[src/rtl/serial_subtractor_pkg.sv]
// Shared definitions for the serial arithmetic blocks: FSM state encoding
// and the default datapath width.
package serial_subtractor_pkg;

  localparam int unsigned DEFAULT_WIDTH = 8;

  typedef enum logic [1:0] {
    ST_IDLE = 2'd0,
    ST_RUN  = 2'd1,
    ST_DONE = 2'd2
  } state_t;

endpackage : serial_subtractor_pkg

[src/rtl/serial_subtractor_fs.sv]
// Single-bit full subtractor: x - y - bin, producing a difference bit and a borrow out.
module full_subtractor (
  input  logic x,
  input  logic y,
  input  logic bin,
  output logic d,
  output logic bout
);

  // Difference and borrow of one bit position.
  always_comb begin
    d    = x ^ y ^ bin;
    bout = (~x & y) | (~(x ^ y) & bin);
  end

endmodule : full_subtractor

[src/rtl/serial_subtractor.sv]
// Bit-serial unsigned subtractor, diff = a - b, LSB first, one bit per clock,
// behind a start/ready/done handshake.
module serial_subtractor
  import serial_subtractor_pkg::*;
#(
  parameter  int unsigned WIDTH = DEFAULT_WIDTH,
  localparam int unsigned CNT_W = $clog2(WIDTH + 1)
) (
  input  logic             clk,
  input  logic             rst,
  input  logic             start,
  input  logic [WIDTH-1:0] a,
  input  logic [WIDTH-1:0] b,
  output logic             ready,
  output logic             busy,
  output logic             done,
  output logic [WIDTH-1:0] diff,
  output logic             borrow,
  output logic             zero
);

  state_t             state;
  state_t             state_nxt;
  logic [WIDTH-1:0]   sa;
  logic [WIDTH-1:0]   sb;
  logic [WIDTH-1:0]   part;
  logic [WIDTH-1:0]   part_nxt;
  logic [CNT_W-1:0]   cnt;
  logic               bff;
  logic               d_bit;
  logic               b_out;
  logic               last;

  full_subtractor u_fs (
    .x    (sa[0]),
    .y    (sb[0]),
    .bin  (bff),
    .d    (d_bit),
    .bout (b_out)
  );

  // Partial result with the current difference bit shifted in at the MSB,
  // and detection of the final bit position.
  always_comb begin
    part_nxt = {d_bit, part[WIDTH-1:1]};
    last     = (cnt == CNT_W'(WIDTH - 1));
  end

  // State register.
  always_ff @(posedge clk) begin
    if (rst) state <= ST_IDLE;
    else     state <= state_nxt;
  end

  // Next-state and handshake outputs.
  always_comb begin
    state_nxt = state;
    ready     = 1'b0;
    busy      = 1'b0;
    done      = 1'b0;
    case (state)
      ST_IDLE: begin
        ready = 1'b1;
        if (start) state_nxt = ST_RUN;
      end
      ST_RUN: begin
        busy = 1'b1;
        if (last) state_nxt = ST_DONE;
      end
      ST_DONE: begin
        done      = 1'b1;
        state_nxt = ST_IDLE;
      end
      default: state_nxt = ST_IDLE;
    endcase
  end

  // Operand capture, serial shifting, and result registers that only update
  // on the last RUN edge so the previous result holds until then.
  always_ff @(posedge clk) begin
    if (rst) begin
      sa     <= '0;
      sb     <= '0;
      part   <= '0;
      cnt    <= '0;
      bff    <= 1'b0;
      diff   <= '0;
      borrow <= 1'b0;
      zero   <= 1'b0;
    end else begin
      case (state)
        ST_IDLE: begin
          if (start) begin
            sa   <= a;
            sb   <= b;
            part <= '0;
            cnt  <= '0;
            bff  <= 1'b0;
          end
        end
        ST_RUN: begin
          sa   <= sa >> 1;
          sb   <= sb >> 1;
          part <= part_nxt;
          bff  <= b_out;
          cnt  <= cnt + CNT_W'(1);
          if (last) begin
            diff   <= part_nxt;
            borrow <= b_out;
            zero   <= (part_nxt == '0);
          end
        end
        default: ;
      endcase
    end
  end

endmodule : serial_subtractor

[config.mk]
export PLATFORM = sky130hd
export DESIGN_NAME = serial_subtractor
export DESIGN_NICKNAME = d
export VERILOG_FILES = /design/src/rtl/serial_subtractor_pkg.sv /design/src/rtl/serial_subtractor_fs.sv /design/src/rtl/serial_subtractor.sv
export SDC_FILE = /design/constraint.sdc
export NUM_CORES = 1
export LEC_CHECK = 0
export CELL_PAD_IN_SITES_DETAIL_PLACEMENT = 0
export CELL_PAD_IN_SITES_GLOBAL_PLACEMENT = 2
export CORE_ASPECT_RATIO = 1.4
export CORE_MARGIN = 5
export CORE_UTILIZATION = 32
export DETAILED_ROUTE_END_ITERATION = 10
export GPL_TIMING_DRIVEN = 0
export PLACE_DENSITY_LB_ADDON = 0.1
export SLEW_MARGIN = 0
export SYNTH_ARGS = -nofsm -noshare
export SYNTH_HDL_FRONTEND = slang
export SYNTH_HIERARCHICAL = 1
export SYNTH_SLANG_ARGS = --single-unit
[constraint.sdc]
create_clock -name clk -period 1.85 [get_ports clk]
set_clock_uncertainty 0.05 [all_clocks]
set_input_delay 0.185 -clock clk [delete_from_list [all_inputs] [get_ports clk]]
set_output_delay 0.185 -clock clk [all_outputs]
set_load 0.05 [all_outputs]
==> flow_summary_export.csv <==
group,metric,value,unit
cells_and_area,final_util,0.421,
cells_and_area,post_layout_cell_count,277,
clock_network,post_cts.resized_instances,8,
clock_network,clk-insertion-delay-late,290,ps
clock_network,tritoncts_clock_tree,"yes",
power,vdd_ir_drop_max,0.439,mV
placed_design,globalplace.congestion,0.740,
power,power_density,826,nW/um2
timing,fin_crit,1720,ps
drt,drtPass1Iterations,4,
clock_network,clock_tree.htree_level_count,2,
die,initial_core_utilization,0.331,
clock_network,postCtsHoldBufs,0,
cells_and_area,fin_nets,231,
synthesis,number_of_storage_elements_in_the_synthesis_netlist,40,
synthesis,synth_mux_area_frac,0.0524,
power,power.total,1.81,mW
synthesis,synth_flop_cell,"sky130_fd_sc_hd__dfxtp_1",
clock_network,cts_num_sinks,40,
die,fp.dieW,71.9,um
global_route,grt_start_max_net_pins,13,
global_route,globalRouteTotalUtil,0.126,
critical_path,timing.setup.critical_path_class,"reg -> reg",
clock_network,clock_tree.buffer_depth,2,
die,dieHeight,96.7,um
critical_path,cp_data_arrival_time,1860,ps
global_route,grt_antenna_before_repair,0,
synthesis,post_synth.cell_area_avg,9.88,um2
hold_path,min_path_type,"in -> reg",
timing,relSlewSlack,0.666,
synthesis,yosys_warnings,6,
drt,detailroute.via_count,1370,
run,maxCapViolCount,0,
die,die_area,6960,um2
critical_path,critical_path.startpoint_type,"flop",
power,p_switching,0.475,mW
timing,rsz0062_at_grt,"no",
die,ioPinCount,32,
synthesis,netlist_instances,174,
synthesis,synth-xor-area-share,0,
timing,max_clock_freq,582,MHz
synthesis,synth_enable_flop_cells,0,
power,static-leakage-power,0.799,nW
clock_network,post_cts.repair.setup_buffers,0,
clock_network,path_clk_slew,80,ps
power,clock_power_share,0.327,
global_route,overflow,0,
synthesis,synth_nets,195,
timing,timing.final.setup_violations,0,
synthesis,synthArstFlopShare,0,
power,internal_power_summed_over_all_cells,1.33,mW
outcome,run_status,"completed",
die,floorplan.rows,31,
synthesis,synth.yosys.seq_area_share,0.466,
drt,detail_route.vias_per_cell,4.95,
placed_design,place_inst,270,
cells_and_area,diodes,0,
drt,drc,0,
synthesis,synth_compound_area_frac,0.205,
critical_path,crit_path_max_fanout,3,
drt,post_drt_wl_per_cell,15.1,um
cells_and_area,layout-area-overhead-vs-synth,27.4,%
drt,final_antenna_net_count,0,
clock_network,numCtsBuffers,5,
synthesis,post_synth_instance_area,1720,um2
drt,detailedRoute.firstIterationViolations,68,
clock_network,clock-root-buffer,"sky130_fd_sc_hd__clkbuf_8",
global_route,first_global_vias,1448,
critical_path,crit_path_end_kind,"flop",
synthesis,yosys.area_share.simple,0.204,
timing,post-route-period-util,0.930,
global_route,grt_pass1_wl,7010,um
critical_path,cp.required,1990,ps
timing,setup-tns-final,0,ps
drt,totalWireLength,4170,um
synthesis,synthDistinctLibCells,35,
cells_and_area,proportion_of_layout_cells_with_a_drive_suffix_above_1,0.128,
synthesis,dominant_combinational_cell_family_by_area_after_synthesis,"compound AO/OA/AOI/OAI gates",
timing,timing.final.hold_violations,0,
timing,final.hold.worst_slack,306,ps
power,power.combinational.fraction,0.157,
placed_design,port_buffers,30,
power,net_switching_share_of_the_total_power,0.263,
die,core_area,5200,um2
timing,timing_max_transition_violations_final,0,
power,power_frac_seq,0.516,
synthesis,synth-adder-area-share,0.0189,
timing,worst-slew-pin-transition,499,ps
placed_design,dp.final_hpwl,3100,um
placed cells by master (no fill, tap or decap), types with 2 or more instances in the layout:
cell and instances:
sky130_fd_sc_hd__and2_1 2, sky130_fd_sc_hd__clkinv_2 2, sky130_fd_sc_hd__nor2_4 2, sky130_fd_sc_hd__nor4_1 2
sky130_fd_sc_hd__inv_1 5, sky130_fd_sc_hd__o22ai_1 3, sky130_fd_sc_hd__clkdlybuf4s50_1 27, sky130_fd_sc_hd__o2bb2ai_1 7
sky130_fd_sc_hd__clkdlybuf4s15_2 2, sky130_fd_sc_hd__nand2_1 3, sky130_fd_sc_hd__nand2b_1 23, sky130_fd_sc_hd__dfxtp_1 39
sky130_fd_sc_hd__nand3_1 2, sky130_fd_sc_hd__a221o_1 4, sky130_fd_sc_hd__buf_4 3, sky130_fd_sc_hd__buf_2 6
sky130_fd_sc_hd__clkbuf_8 6, sky130_fd_sc_hd__a22o_1 11, sky130_fd_sc_hd__nor2_1 22, sky130_fd_sc_hd__a211oi_1 11
sky130_fd_sc_hd__mux2i_1 9
sequential cells by signal, indices dropped and copies added, names as in the netlist:
name and count:
diff 8, sa 8, part 7, borrow 1
bff 1, cnt 4, state 2, sb 8
zero 1
synth_stat cells (all sizes together), types with 2 or more instances:
library cell / instances / share of area
o22ai: 3 / 0.011
nand2: 3 / 0.0065
and2: 2 / 0.0073
o2bb2ai: 7 / 0.036
dfxtp: 40 / 0.47
nand2b: 23 / 0.084
nor4: 2 / 0.0073
clkbuf: 2 / 0.0044
nand3: 2 / 0.0058
buf: 10 / 0.037
inv: 5 / 0.011
nor2: 25 / 0.065
a211oi: 11 / 0.048
a22o: 11 / 0.056
a221o: 4 / 0.023
mux2i: 9 / 0.052
metal layers:
layer  vias to the layer above  global-route usage  wire length (um)
met2                        37               0.209              2060
met3                        10              0.0280               156
li1                        694                   -                 -
met4                         0              0.0521               114
met1                       629               0.156              1840
met5                         -                   0                 0
per-stage QoR:
| stage | worst slack (ps) | cell area (um2) |
|---|---|---|
| floorplan | 266 | 1720 |
| global placement | -163 | 2100 |
| CTS | 5.62 | 2200 |
| finish | 130 | 2190 |
| global route | 33.5 | 2190 |
| detailed placement | -165 | 2100 |
power by group through the flow:
stage          Clock [mW]  Combinational (mW)  Sequential [mW]
2_1_floorplan           0               0.194            0.945
6_report            0.592               0.284            0.933
5_1_grt             0.648               0.315            0.937
3_3_place_gp            0               0.288            0.952
3_5_place_dp            0               0.290            0.953
4_1_cts             0.621               0.289            0.933
cell families (layout without fill, tap and decap cells):
| kind of cell | after synthesis | in the layout |
|---|---|---|
| AOI/OAI and AO/OA | 43 | 43 |
| and+or+nand+nor | 62 | 62 |
| adders and majority gates | 2 | 2 |
| DFF | 40 | 40 |
| buffers and inverters | 18 | 55 |
| muxes | 9 | 9 |
layout make-up:
class | instances | area, um2
inverters | 6 | 22.5
clock buffers | 6 | 82.6
plain buffers | 11 | 67.6
clock inverters | 2 | 10.0
repair buffers | 30 | 298
fillers | 545 | 3010
well taps | 66 | 82.6
flip-flops and latches | 40 | 802
multi-input cells | 116 | 825
worst max-delay path, cell delays in order (launching register included):
cell and delay, ps:
sky130_fd_sc_hd__dfxtp_1 350, sky130_fd_sc_hd__inv_1 70, sky130_fd_sc_hd__fa_1 530, sky130_fd_sc_hd__nor4_1 320
sky130_fd_sc_hd__nand2_1 90, sky130_fd_sc_hd__o41ai_1 220
path summary, 6_finish.rpt:
path | startpoint | endpoint | slack (ps) | cells after the start
max | sb[0]$_SDFFE_PP0P_ | zero$_SDFFE_PP0P_ | 130 | 5
min | start | sb[5]$_SDFFE_PP0P_ | 310 | 3
max reg2reg | sb[0]$_SDFFE_PP0P_ | zero$_SDFFE_PP0P_ | 130 | 5
min reg2reg | diff[4]$_SDFFE_PP0P_ | diff[4]$_SDFFE_PP0P_ | 420 | 2
Power figures use the tool's default switching activity.
==> edit 1: new RTL, same flow settings <==
Make the reset (`rst`) asynchronous in 2 clocked blocks.
--- a/src/rtl/serial_subtractor.sv
+++ b/src/rtl/serial_subtractor.sv
@@ -47,7 +47,7 @@
   end
 
   // State register.
-  always_ff @(posedge clk) begin
+  always_ff @(posedge clk or posedge rst) begin
     if (rst) state <= ST_IDLE;
     else     state <= state_nxt;
   end
@@ -77,7 +77,7 @@
 
   // Operand capture, serial shifting, and result registers that only update
   // on the last RUN edge so the previous result holds until then.
-  always_ff @(posedge clk) begin
+  always_ff @(posedge clk or posedge rst) begin
     if (rst) begin
       sa     <= '0;
       sb     <= '0;
Function: differs if rst is asserted again (counterexample within 4 cycles, from zero or initial values and one cycle with rst high); with rst held inactive, the same outputs for 10 cycles.
==> edit 1 against the unedited design <==
- sequential cell count did not move
- area after synthesis increased by 5.9%
- highest routed layer unchanged
- design area increased by 5.5%
- setup slack got worse by 0.0020 ns
- first-iteration DRC count fell by 41%
- wire length decreased by 5.0%
- count of clock-buffer cells in the layout unchanged
Power is not compared: it rests on default switching activity, and its combinational part moved more than twofold at a synthesized area within 25%.
==> edit 1: results (changes against the unedited design) <==
| Metric | Value |
|---|---|
| Detailed Route WL | `3960 µm (-5.0%)` |
| Number of global-route vias before repair | `1403 (-3.1%)` |
| Main area contributors after synthesis | `dfrtp_1 55%, mux2_2 5.6%, a22o_1 4.8%` |
| 1st-iter DRT viols | `40 (-41%)` |
| Final estimated routing congestion in global placement | `0.707 (-4.5%)` |
| Run status | `completed` |
| Syn_nets | `184 (-5.6%)` |
| Fin nets | `221 (-4.3%)` |
| Reg2reg setup slack | `0.21 ns (+0.08 ns)` |
| Hold crit path type | `input pin to async pin` |
| Worst R2R End | `zero` |
| Relative slew slack | `43.7% (-23 points)` |
| Share of cells above drive strength 1 | `15.9% (+3.1 points)` |
| CP max-delay cell | `dfrtp_1` |
| Vias | `1347 (-1.7%)` |
| CP delay by family, top | `buffers and inverters` |
| RR Startpoint | `sb[0]` |
| Via density | `5.01 (+1.2%)` |
| Post-DP HPWL | `2770 µm (-11%)` |
| DP Area | `2220 µm² (+5.4%)` |
| Met3 Track Usage GR | `3.64% (+0.84 points)` |
| Critical path peak fanout | `10 (+7)` |
| PortBufs | `31 (+3.3%)` |
| Pin count of the biggest net entering global routing | `41 (+28)` |
| Critical Path AT | `1.49 ns (-0.37 ns)` |
| Synth async-reset ratio | `100% (+100 points)` |
| Register area share after synthesis | `55.0% (+8.4 points)` |
| Critical Path Max Stage Delay | `0.42 ns (-0.11 ns)` |
| Cells after synthesis | `163 (-6.3%)` |
| Most instantiated cells after synthesis | `40 x dfrtp_1, 17 x a21oi_1, 16 x o21ai_0, 12 x nand2_1, 10 x a22o_1` |
| First-pass GRT wire length | `6670 µm (-4.9%)` |
| Tot GR Track Use | `11.9% (-0.77 points)` |
| Met2 Use GR | `18.9% (-2.0 points)` |
| Placed Cells | `262 (-3.0%)` |
| Met1 Usage GRT | `15.2% (-0.34 points)` |
| Peak supply drop | `0.537 mV` |
| Synth unique cells | `29 (-17%)` |
[edit 1: what timing repair did]
| item | CTS | global route |
|---|---|---|
| setup endpoints to repair | 3 | 2 |
| hold buffers | 0 | 0 |
| gates cloned | 0 | 0 |
| resized for setup | 16 | 2 |
[edit 1: layer usage]
layer | up-vias | share of wire (%)
li1 | 655 | -
met1 | 662 | 44
met2 | 25 | 50
met3 | 5 | 4.0
met4 | 0 | 1.5
met5 | - | 0
[edit 1: metrics by stage]
stage / hold slack (ns) / setup slack [ns]
4_1_cts: 0.376 / 0.00746
3_5_place_dp: 0.426 / -0.197
2_1_floorplan: 0.325 / 0.193
3_3_place_gp: 0.414 / -0.218
6_report: 0.338 / 0.128
5_1_grt: 0.434 / 0.0138
[edit 1: cell families after synthesis]
kind of cell	count (synthesis)	share of synthesized area (%)
fa+ha+maj	2	1.79
simple gates	39	13.8
mux	11	6.67
flops	40	55.0
compound gates	54	18.3
buf+inv	17	4.47
[edit 1: worst max path at each step]
stage	to	startpoint	slack, ns
3_3_place_gp	busy	state[1]	-0.22
5_1_grt	done	state[0]	0.01
4_1_cts	busy	state[1]	0.007
2_1_floorplan	done	state[0]	0.19
3_5_place_dp	busy	state[1]	-0.20
6_report	done	state[0]	0.13
[edit 1: final cells by class]
type	count	area [µm²]
plain buffers	10	55.1
clock buffers	6	72.6
clock inverters	2	35.0
fillers	538	3220
inverters	6	22.5
multi-input cells	106	738
flip-flops and latches	40	1000
well taps	68	85.1
repair buffers	31	300
[edit 1: power groups by stage]
stage,registers [mW],logic (mW),clock network [mW]
CTS,1.51,1.89,0.725
finish,1.51,1.84,0.699
global placement,1.51,1.88,0
global route,1.56,2.03,0.765
detailed placement,1.53,1.91,0
floorplan,1.79,1.05,0
==> edit 2: new RTL, config.mk and constraints unchanged <==
Made on the original files. Set the package constant `DEFAULT_WIDTH` to 16 (it was 8).
--- a/src/rtl/serial_subtractor_pkg.sv
+++ b/src/rtl/serial_subtractor_pkg.sv
@@ -2,7 +2,7 @@
 // and the default datapath width.
 package serial_subtractor_pkg;
 
-  localparam int unsigned DEFAULT_WIDTH = 8;
+  localparam int unsigned DEFAULT_WIDTH = 16;
 
   typedef enum logic [1:0] {
     ST_IDLE = 2'd0,
Interface: changed (resized a, b and diff); port bits go from 32 to 56. No check against the original RTL was run, so the function may have changed too.
==> edit 2 against the unedited design <==
- design area grew 87%
- power grew 120%
- sequential cell count grew 33
- cell count grew 94%
- worst hold slack gained 0.0064 ns
- clock power grew to 3.1 times the old value
- wire length grew 95%
- setup slack lost 0.057 ns
- fmax shrank 3.2%
- combinational power grew 64%
- area after synthesis grew 77%
- core utilization grew 1.7 points
- critical path type is now register to output pin
==> edit 2: results (changes against the unedited design) <==
| Metric | Value |
|---|---|
| Placed Cells | `517 (+91%)` |
| CTS Hold Bufs | `0 (unchanged)` |
| Run status | `completed` |
| Metal-1 WL | `3490 µm (+90%)` |
| Yosys warns | `6 (unchanged)` |
| CP delay by family, top | `buffers and inverters` |
| Uppermost layer routed | `met4` |
| PortBufs | `54 (+80%)` |
| Syn_nets | `391 (+100%)` |
| Met3 Track Usage GR | `2.16% (-0.64 points)` |
| Critical path peak fanout | `10 (+7)` |
| Hold crit path type | `input pin to register` |
| First-pass GRT wire length | `13200 µm (+89%)` |
| Clock Latency Late Sink | `0.33 ns (+0.04 ns)` |
| Clock share of power | `45.7% (+13 points)` |
| Peak supply drop | `0.444 mV (+1.1%)` |
| Vias | `2797 (+100%)` |
| Comb power frac | `11.7% (-4.0 points)` |
| Pre-CTS WS | `-0.257 ns (-0.0921 ns)` |
| 1st-iter DRT viols | `77 (+13%)` |
| Number of global-route vias before repair | `2678 (+85%)` |
| WL/cell | `15.1 µm (+0.48%)` |
| Pin count of the biggest net entering global routing | `18 (+5)` |
| Met3 WL post-DR | `268 µm (+72%)` |
| Detailed Route WL | `8140 µm (+95%)` |
| Post-DP HPWL | `5740 µm (+85%)` |
| P_leak | `1.48 nW (+86%)` |
| Internal power | `3.02 mW (+130%)` |
| Final estimated routing congestion in global placement | `0.728 (-1.6%)` |
| Syn Area/Cell | `8.60 µm² (-13%)` |
| Fin. max-slew vios | `0 (unchanged)` |
| Synth async-reset ratio | `0% (unchanged)` |
| Top flop regs | `diff x16, sa x16, sb x16` |
| # diodes | `0 (unchanged)` |
| H-Tree Depth | `3 (+1)` |
| Met1 Usage GRT | `16.8% (+1.2 points)` |
| Critical Path AT | `1.54 ns (-0.32 ns)` |
| Main synth FF type | `dfxtp_1` |
| Post-synth top area share | `48.1% (+1.6 points)` |
| Clock root buffer | `clkbuf_16` |
| CP max-delay cell | `dfxtp_1` |
| Worst-Margin Slew | `0.604 ns (+0.105 ns)` |
| Critical Path Max Stage Delay | `0.32 ns (-0.21 ns)` |
| Register area share after synthesis | `48.1% (+1.6 points)` |
| Tot GR Track Use | `14.3% (+1.7 points)` |
| Met2 Use GR | `25.2% (+4.3 points)` |
| Clk slew on worst S/H paths | `0.06 ns (-0.02 ns)` |
| WL met2 | `4210 µm (+100%)` |
| DRT Pass-1 Iters | `4 (unchanged)` |
| Most instantiated cells after synthesis | `81 x nor2_1, 73 x dfxtp_1, 35 x nand2_1, 29 x a211oi_1, 27 x o2bb2ai_1` |
| Synth unique cells | `33 (-5.7%)` |
| Num CTS Buffers | `9 (+4)` |
| Worst-case clock buffer depth | `2 (unchanged)` |
| Main area contributors after synthesis | `dfxtp_1 48%, nor2_1 10%, o2bb2ai_1 7.8%` |
| Share of cells above drive strength 1 | `12.1% (-0.65 points)` |
| Initial antenna violation count | `0 (unchanged)` |
| Fin nets | `461 (+100%)` |
## edit 2: cell types whose count changed in the layout (fill, tap and decap cells not counted), sizes merged, moves of 17 or more
| cell | unedited run | this run |
|---|---|---|
| nor2 | 25 | 81 |
| dfxtp | 40 | 73 |
| nand2 | 3 | 35 |
| clkdlybuf4s50 | 27 | 51 |
| clkbuf | 8 | 30 |
| nand2b | 23 | 1 |
| a211oi | 11 | 31 |
| o2bb2ai | 7 | 27 |
| a21oi | 1 | 18 |
| a22oi | 0 | 17 |
## edit 2: repair_timing
action	in CTS	in global routing
pin swaps	0	0
cloned	0	1
setup endpoints to repair	13	20
gates resized for setup	14	11
hold endpoints to repair	0	0
buffers inserted	0	6
## edit 2: cell families after synthesis
group           Yosys count  synth area share, %
simple gates            133                 18.1
flops                    73                 48.1
fa+ha+maj                 3                 1.48
buf+inv                  39                 6.43
compound gates          105                 25.8
## edit 2: per-stage QoR
stage | total power [mW] | cell area, µm² | TNS (ns)
after floorplan | 2.01 | 3040 | 0
after global placement | 2.18 | 3710 | -0.644
after detailed placement | 2.18 | 3710 | -0.571
after CTS | 4.01 | 4020 | -0.0742
after global routing | 4.14 | 4100 | -0.0327
final | 3.97 | 4100 | 0
## edit 2: worst paths after layout
kind	startpoint	to	slack (ns)	cells after the start
max	state[0]	ready	0.07	4
min	rst	sa[6]	0.31	2
max reg2reg	sb[0]	zero	0.12	5
min reg2reg	diff[9]	diff[9]	0.40	2
## edit 2: area by class of cell
type,count,area (µm²)
Fill cell,979,5260
Timing Repair Buffer,60,576
Buffer,31,171
Sequential cell,73,1460
Multi-Input combinational cell,241,1400
Tap cell,110,138
Inverter,6,26.3
Clock buffer,12,267
Timing Repair inverter,1,5.00
Clock inverter,4,50.0
